**config.mk**
```make
export PLATFORM = sky130hd
export DESIGN_NAME = pwm_multi_gen
export DESIGN_NICKNAME = d
export VERILOG_FILES = /design/src/rtl/pwm_pkg.sv /design/src/rtl/pwm_channel.sv /design/src/rtl/pwm_multi_gen.sv
export SDC_FILE = /design/constraint.sdc
export NUM_CORES = 1
export LEC_CHECK = 0
export BUFFER_PORTS_ARGS = -buffer_cell sky130_fd_sc_hd__buf_2
export CORE_ASPECT_RATIO = 0.7
export CORE_UTILIZATION = 60
export CTS_BUF_LIST = sky130_fd_sc_hd__clkbuf_16
export CTS_CLUSTER_DIAMETER = 80
export CTS_CLUSTER_SIZE = 16
export DETAILED_ROUTE_END_ITERATION = 12
export PLACE_DENSITY = 0.81
export SYNTH_ARGS = -nofsm -noshare
export SYNTH_HDL_FRONTEND = slang
export SYNTH_HIERARCHICAL = 1
export SYNTH_SLANG_ARGS = --single-unit
```
**constraint.sdc**
```tcl
create_clock -name clk -period 3.3 [get_ports clk]
set_input_delay 0.495 -clock clk [delete_from_list [all_inputs] [get_ports clk]]
set_output_delay 0.495 -clock clk [all_outputs]
set_load 0.05 [all_outputs]
```
**src/rtl/pwm_pkg.sv**
```systemverilog
// pwm_pkg
// Shared definitions for the multi-channel PWM generator.
//   CNT_W_DEF / N_CH_DEF : default counter width and channel count
//   dir_t                : counter direction (used by the center-aligned build)
//   period_cycles()      : number of clock cycles in one PWM period
package pwm_pkg;

  localparam int CNT_W_DEF = 13;
  localparam int N_CH_DEF  = 4;

  typedef enum logic {
    DIR_UP   = 1'b0,
    DIR_DOWN = 1'b1
  } dir_t;

  // Edge-aligned periods last P+1 cycles; center-aligned periods last 2P
  // cycles, except P=0, which degenerates to the edge-aligned single cycle.
  function automatic int unsigned period_cycles(input int unsigned p, input logic center);
    if (center && (p != 0)) return 2 * p;
    else                    return p + 1;
  endfunction

endpackage

```
**src/rtl/pwm_channel.sv**
```systemverilog
// pwm_channel
// One PWM output: double-buffered duty register plus comparator and output flop.
// Ports:
//   clk, rst_n   : clock, synchronous active-low reset
//   en           : run enable; low forces the output low
//   load         : copy shadow into active this cycle (period wrap or en low)
//   duty_we      : shadow write strobe for this channel
//   duty_in      : new duty value
//   cnt          : shared period counter
//   pwm          : registered output, (cnt < duty_active) one cycle late
//   pending      : shadow differs from active
module pwm_channel
  import pwm_pkg::*;
#(
  parameter int              CNT_W    = CNT_W_DEF,
  parameter logic [CNT_W-1:0] DUTY_RST = '0
) (
  input  logic             clk,
  input  logic             rst_n,
  input  logic             en,
  input  logic             load,
  input  logic             duty_we,
  input  logic [CNT_W-1:0] duty_in,
  input  logic [CNT_W-1:0] cnt,
  output logic             pwm,
  output logic             pending
);

  logic [CNT_W-1:0] duty_sh;
  logic [CNT_W-1:0] duty_act;

  always_ff @(posedge clk) begin
    if (!rst_n) begin
      duty_sh  <= DUTY_RST;
      duty_act <= DUTY_RST;
      pwm      <= 1'b0;
    end else begin
      if (duty_we) duty_sh <= duty_in;
      // A write landing on the load cycle is forwarded straight to active.
      if (load) duty_act <= duty_we ? duty_in : duty_sh;
      pwm <= en && (cnt < duty_act);
    end
  end

  assign pending = (duty_sh != duty_act);

endmodule

```
**src/rtl/pwm_multi_gen.sv**
```systemverilog
// pwm_multi_gen
// Multi-channel PWM generator: one shared period counter, N_CH duty comparators,
// double-buffered period and duty registers that load at the period boundary.
// Optional feature macro: PWM_CENTER_ALIGNED_EN (adds center_mode input and
// up/down counting).
// Ports:
//   clk, rst_n   : clock, synchronous active-low reset
//   en           : run enable; low holds cnt at 0, outputs low, registers load
//   center_mode  : (PWM_CENTER_ALIGNED_EN only) up/down counting, sampled while en=0
//   period_we    : period shadow write strobe
//   period_in    : new period value P (period is P+1 cycles edge-aligned)
//   duty_we      : per-channel duty shadow write strobes
//   duty_in      : duty value for every strobed channel
//   pwm          : registered PWM outputs
//   cnt          : current counter value
//   period_end   : one-cycle pulse after the boundary cycle
//   cfg_pending  : some shadow register differs from its active copy
module pwm_multi_gen
  import pwm_pkg::*;
#(
  parameter int CNT_W      = CNT_W_DEF,
  parameter int N_CH       = N_CH_DEF,
  parameter int PERIOD_RST = 4999,
  parameter int DUTY_RST   = 2500
) (
  input  logic             clk,
  input  logic             rst_n,
  input  logic             en,
`ifdef PWM_CENTER_ALIGNED_EN
  input  logic             center_mode,
`endif
  input  logic             period_we,
  input  logic [CNT_W-1:0] period_in,
  input  logic [N_CH-1:0]  duty_we,
  input  logic [CNT_W-1:0] duty_in,
  output logic [N_CH-1:0]  pwm,
  output logic [CNT_W-1:0] cnt,
  output logic             period_end,
  output logic             cfg_pending
);

  localparam logic [CNT_W-1:0] PERIOD_INIT = CNT_W'(PERIOD_RST);
  localparam logic [CNT_W-1:0] DUTY_INIT   = CNT_W'(DUTY_RST);
  localparam logic [CNT_W-1:0] CNT_ONE     = CNT_W'(1);

  logic [CNT_W-1:0] cnt_q;
  logic [CNT_W-1:0] cnt_next;
  logic [CNT_W-1:0] period_sh;
  logic [CNT_W-1:0] period_act;
  logic             period_end_q;
  logic             boundary;
  logic             load;
  logic [N_CH-1:0]  ch_pending;

`ifdef PWM_CENTER_ALIGNED_EN
  logic center_q;
  dir_t dir_q;
  dir_t dir_next;

  always_comb begin
    // P=0 and P=1 have no down leg, so they wrap exactly like edge-aligned.
    if (center_q && (period_act > CNT_ONE))
      boundary = en && (dir_q == DIR_DOWN) && (cnt_q == CNT_ONE);
    else
      boundary = en && (cnt_q == period_act);
  end

  always_comb begin
    cnt_next = cnt_q;
    dir_next = dir_q;
    if (!en || boundary) begin
      cnt_next = '0;
      dir_next = DIR_UP;
    end else if (dir_q == DIR_DOWN) begin
      cnt_next = cnt_q - CNT_ONE;
    end else if (center_q && (cnt_q == period_act)) begin
      cnt_next = period_act - CNT_ONE;
      dir_next = DIR_DOWN;
    end else begin
      cnt_next = cnt_q + CNT_ONE;
    end
  end

  always_ff @(posedge clk) begin
    if (!rst_n) begin
      center_q <= 1'b0;
      dir_q    <= DIR_UP;
    end else begin
      if (!en) center_q <= center_mode;
      dir_q <= dir_next;
    end
  end
`else
  always_comb begin
    boundary = en && (cnt_q == period_act);
    if (!en || boundary) cnt_next = '0;
    else                 cnt_next = cnt_q + CNT_ONE;
  end
`endif

  // While disabled the active set tracks the shadows every cycle.
  assign load = !en || boundary;

  always_ff @(posedge clk) begin
    if (!rst_n) begin
      cnt_q        <= '0;
      period_sh    <= PERIOD_INIT;
      period_act   <= PERIOD_INIT;
      period_end_q <= 1'b0;
    end else begin
      cnt_q <= cnt_next;
      if (period_we) period_sh <= period_in;
      if (load) period_act <= period_we ? period_in : period_sh;
      period_end_q <= boundary;
    end
  end

  for (genvar i = 0; i < N_CH; i++) begin : g_ch
    pwm_channel #(
      .CNT_W    (CNT_W),
      .DUTY_RST (DUTY_INIT)
    ) u_ch (
      .clk     (clk),
      .rst_n   (rst_n),
      .en      (en),
      .load    (load),
      .duty_we (duty_we[i]),
      .duty_in (duty_in),
      .cnt     (cnt_q),
      .pwm     (pwm[i]),
      .pending (ch_pending[i])
    );
  end

  assign cnt         = cnt_q;
  assign period_end  = period_end_q;
  assign cfg_pending = (period_sh != period_act) || (|ch_pending);

endmodule
```
* Word-level counts from Yosys, hierarchy flattened
Index checks and enable logic that the tools add are counted.
** Storage, ports and cells
- Logic and storage cells :: 43
- Register bits :: 148
- Bits of input ports :: 34
** Operators by class
- Bitwise logic cells :: 1
- $lt $le $gt $ge :: 4
- Equality and inequality tests :: 6
- Reductions and logical operators :: 10
- $add $sub $neg :: 1
- Multiplexer cells :: 5
** Operator list (number)
- $mux W13 :: 5
- $ne A13 B13 Y1 :: 5
- $lt A13 B13 Y1 :: 4
- $add A13 B1 Y13 const B :: 1
- $eq A13 B13 Y1 :: 1
- $logic_and A1 B1 Y1 :: 5
- $reduce_or A4 Y1 :: 1
- $logic_or A1 B1 Y1 :: 2
- $reduce_or A2 Y1 :: 1
- $logic_not A1 Y1 :: 1
- $not A1 Y1 :: 1

* Logic depth before layout (Yosys ltp)
- Depth in word-level cells :: 4
- Depth in mapped cells :: 10
- Depth with buffers taken out :: 8

* Hierarchy
Netlist, hierarchy kept.
** Modules (own cells, without submodules)
- pwm_channel :: times used 4, area each 1401.3 um2, cells an instance 148
- pwm_multi_gen :: times used 1, area each 1780.5 um2, cells an instance 171

* Worst setup path before layout
No wires, ideal clock.
- Kind :: reg-to-reg
- From :: register cnt_q[2], in the netlist cnt[2]
- To :: register g_ch[0].u_ch.duty_act[2]
- Setup slack :: 0.648 ns
- Cell stages (with the launch flop) :: 10
- Path buffers :: 2
- Data required time :: 3.171 ns
- Data arrival time :: 2.522 ns
- Cells stage by stage :: dfxtp_1 > xnor2_1 > nand2_1 > o41a_4 > inv_2 > clkbuf_1 > buf_1 > nand2_1 > o21ai_1 > nand2_1
** Between the ends
- Cells in the longest elaborated chain, start to end :: 3
** RTL lines
- from (decl) :: RTL line pwm_multi_gen.sv:46 : logic [CNT_W-1:0] cnt_q;
- from (signal assigned) :: RTL line pwm_multi_gen.sv:111 : cnt_q <= cnt_next;
- $eq A13 B13 Y1 :: RTL line pwm_multi_gen.sv:95 : boundary = en && (cnt_q == period_act);
- $logic_and A1 B1 Y1 :: RTL line pwm_multi_gen.sv:95
- $logic_or A1 B1 Y1 :: RTL line pwm_multi_gen.sv:102 : assign load = !en || boundary;
- named net load :: RTL line pwm_multi_gen.sv:52 : logic load;
- to (signal assigned) :: RTL line pwm_channel.sv:40 : if (load) duty_act <= duty_we ? duty_in : duty_sh;
- to (decl) :: RTL line pwm_channel.sv:30 : logic [CNT_W-1:0] duty_act;
The timed path passes the listed nets, and every way through them passes these cells.
A chain may end at the register's enable or synchronous reset.

* Worst setup path after layout
- From :: register g_ch[1].u_ch.duty_act[12]
- To :: output cfg_pending
** Between the ends
- Cells in the longest elaborated chain, start to end :: 3
** RTL lines
- from (decl) :: RTL line pwm_channel.sv:30
- from (signal assigned) :: RTL line pwm_channel.sv:40
- $ne A13 B13 Y1 :: RTL line pwm_channel.sv:45 : assign pending = (duty_sh != duty_act);
- named net ch_pending[1] :: RTL line pwm_multi_gen.sv:53 : logic [N_CH-1:0] ch_pending;
- $reduce_or A4 Y1 :: RTL line pwm_multi_gen.sv:137 : assign cfg_pending = (period_sh != period_act) || (|ch_pending);
- $logic_or A1 B1 Y1 :: RTL line pwm_multi_gen.sv:137
- to (decl) :: RTL line pwm_multi_gen.sv:39 : output logic cfg_pending
The timed path passes the listed nets, and every way through them passes these cells.

==> metrics.md <==
| Metric | Value |
|---|---|
| Status | complete, but fails checks |
| Gpl congestion | 0.8772 |
| # resized after CTS | 1 |
| Cell Chain, Critical Path | xnor2_1, nand4_1, nor4_2, nand4_1, nor4_4, nand4_1, nor3_1, nand3_1, buf_2 |
| Total global routing overflow | 0 |
| Die area | 0.01276 mm² |
| CP Data Arrival Time | 2.81 ns |
| Critical path fanouts, max | 3 |
| Initial Utilization | 0.6233 |
| Post-synthesis area per instance | 9.680 µm² |
| DIE HEIGHT | 94.83 µm |
| CTS sink cnt | 148 |
| Core Box Area | 0.01185 mm² |
| Worst path buffer plus inverter count | 1 |
| Req. time, crit path | 2.80 ns |
| Cells after synthesis | 763 |
| Rows | 33 |
| IO Pins | 53 |
| Clock buffer depth | 2 |
| First-pass GRT wire length | 30.93 mm |
| Final hold vios | 0 |
| Clock Latency Late Sink | 0.42 ns |
| # H-tree levels | 4 |
| GRT Total Usage | 0.3279 |
| Max IR drop VDD | 0.4116 mV |
| YS warnings | 6 |
| Top FF cell, synth | dfxtp_1 |
| Hold Crit Depth | 3 |
| Area delta synth->final | 14.33% |
| Die width | 134.6 µm |
| Ys async rst share | 0 |
| DR DRC count | 0 |
| CTS tree | yes |
| Part of the cycle the worst path needs | 1.001 |
| Kind of end point of the critical path | primary output |
| Vias | 5824 |
| Hold Crit Class | primary input to flip-flop |
| Post-synth top area share | 0.4012 |
| Final TNS setup | -0.004202 ns |
| Root buf cell | clkbuf_16 |
| CTS hold repair buffers | 0 |
| Critical path class | flip-flop to primary output |
| Via/cell ratio | 5.937 |
| Tmin final | 3.304 ns |
| Final HPWL DP | 13.34 mm |
| Antenna-violating nets left | 0 |
| Final setup fails | 1 |
| Final clock skew | 0.01176 ns |
| Worst-Margin Slew | 0.6456 ns |
| Routed WL | 19.71 mm |
| Biggest cell delay along the critical path | 0.46 ns |
| Reg2Reg Setup Slack | 0.42 ns |
| DR pass1 iterations | 5 |
| Number of buffers created by CTS | 17 |
| RR Startpoint | cnt[3]$_SDFF_PP0_ |
| Largest area contributor in the netlist | dfxtp_1 |
| Syn Nets | 846 |
| Final Slew Violations | 0 |
| Reg clk slew, reported paths | 0.06 ns |
| Failing checks | negative setup slack |
| WL/cell | 20.09 µm |
| Initial antenna violation count | 0 |
| Post CTS Setup Buffer Count | 0 |
| Distinct cells, synth | 40 |
| Family with the most delay on the worst path | simple AND/OR/NAND/NOR gates |
| DR iter-0 viols | 570 |
| PortBufs | 52 |
| Final cell utilization of the core | 0.7126 |
| CP dominant cell by count | nand4_1 |
| Register bit total from synthesis | 148 |
| Hold_sp | period_in[7] |
| Layout cell share with drive strength beyond 1 | 0.1444 |
| Capturing point of the worst reg2reg path | g_ch[1].u_ch/duty_act[6]$_SDFFE_PN1P_ |
| Fin nets | 894 |
| Vias in the first global route | 5826 |
| Hold path endpoint | period_sh[7]$_SDFF_PN1_ |
| Final worst slack | -0.004202 ns |
| Peak Freq | 302.6 MHz |
| Startpoint types | flip-flop |
| Ant diodes | 0 |
| Post-synth EDFFs | 0 |
| Cell Pwr Density | 527.8 mW/mm² |
| Slew HR | 0.5690 |
| Reg2reg path depth | 8 |
| Leak pwr | 4.257 nW |
| Seq/Total Area, Yosys | 0.4012 |
| Synth area leaders | dfxtp_1 40%, mux2i_1 8.8%, ha_1 8.3% |
| Slowest cell on the critical path | nor4_4 |
| Max cap viols | 0 |
| Post-Syn Area | 0.007386 mm² |
| Largest net degree at the start of global routing | 54 |
-- worst register-to-register path: stages (launching register included) --
cell     delay (ns)
dfxtp_1        0.73
xnor2_1        0.21
nand4_1        0.27
o41a_4         0.49
inv_2          0.45
buf_12         0.31
nand2_1        0.09
o21ai_1        0.10
nand2_1        0.07
-- logic make-up (layout without fill, tap and decap cells) --
family | count (synthesis) | in the layout | share of synthesized area
adders and majority gates | 49 | 49 | 0.08301
DFF | 148 | 148 | 0.4012
AOI/OAI and AO/OA | 108 | 108 | 0.1272
and+or+nand+nor | 217 | 217 | 0.1472
xor gates and xnor gates | 89 | 89 | 0.1055
buffers and inverters | 87 | 148 | 0.04777
muxes | 65 | 65 | 0.08809
-- registers in the layout (all words and copies together), names as in the netlist --
register	count
cnt	13
g_ch.u_ch/duty_act	52
g_ch.u_ch/duty_sh	52
g_ch.u_ch/pwm	4
period_act	13
period_end	1
period_sh	13
-- cell usage in the layout (no fill, tap or decap), drive strengths merged, types with 8 or more instances in the layout --
cell type    n
a21o        12
and3         8
buf         67
clkbuf      17
clkinv       8
dfxtp      148
ha          49
inv         49
mux2i       65
nand2      106
nand4       15
nor2        15
nor2b       42
nor4        11
o211a       32
o21ai       24
xnor2       45
xor2        44
-- routing by layer --
| layer | GRT usage | vias to the layer above | part of all wire |
|---|---|---|---|
| met5 | 0 | - | 0 |
| met4 | 0.1245 | 0 | 0.031 |
| met3 | 0.07515 | 43 | 0.085 |
| met2 | 0.5289 | 248 | 0.45 |
| met1 | 0.4295 | 2796 | 0.43 |
| li1 | - | 2737 | - |
-- worst max-delay path by stage --
stage,startpoint,to,slack (ns),depth (start not counted)
after detailed placement,g_ch[0].u_ch/duty_act[5]$_SDFFE_PN0P_,cfg_pending,0.41,9
after global routing,g_ch[0].u_ch/duty_act[12]$_SDFFE_PN0P_,cfg_pending,-0.05,9
after CTS,g_ch[0].u_ch/duty_act[12]$_SDFFE_PN0P_,cfg_pending,0.02,9
after global placement,g_ch[0].u_ch/duty_act[5]$_SDFFE_PN0P_,cfg_pending,0.53,9
final,g_ch[1].u_ch/duty_act[12]$_SDFFE_PN0P_,cfg_pending,-0.004,9
after floorplan,cnt[2]$_SDFF_PP0_,g_ch[0].u_ch/duty_act[2]$_SDFFE_PN1P_,0.65,9
-- power breakdown --
part	internal, mW	total (mW)	switching (mW)
Clock	1.18	1.94	0.765
Sequential	1.89	1.99	0.0948
Combinational	0.224	0.524	0.300
-- final cells by class --
class / instances / area (µm²)
inverters: 49 / 183.9
fillers: 851 / 3406
clock buffers: 17 / 425.4
clock inverters: 15 / 165.2
well taps: 157 / 196.4
flip-flops and latches: 148 / 2963
repair buffers: 67 / 400.4
multi-input cells: 528 / 4110
-- synth_stat cells (5+ instances only) --
cell      count
ha_1         49
nor2_1       15
o211a_1      32
xor2_1       44
dfxtp_1     148
o22a_1        6
o21ai_1      20
nor2b_1      42
a22o_1        7
nand2_1     106
xnor2_1      45
mux2i_1      65
buf_2         9
nand3_1       5
clkbuf_1     23
inv_1        48
nor4_1       11
nand4_1      14
and4_1        5
a21o_1       12
-- per-stage QoR --
step	instance area, µm²	hold WS (ns)	total power [mW]	setup slack [ns]	instances
3_5_place_dp	7814	0.5033	2.525	0.4117	949
2_1_floorplan	7386	0.4742	2.369	0.6483	763
6_report	8444	0.3236	4.457	-0.004202	981
3_3_place_gp	7814	0.4888	2.497	0.5277	949
5_1_grt	8444	0.3220	4.608	-0.05260	981
4_1_cts	8411	0.3150	4.450	0.02266	981
(Power assumes the default switching activity.)
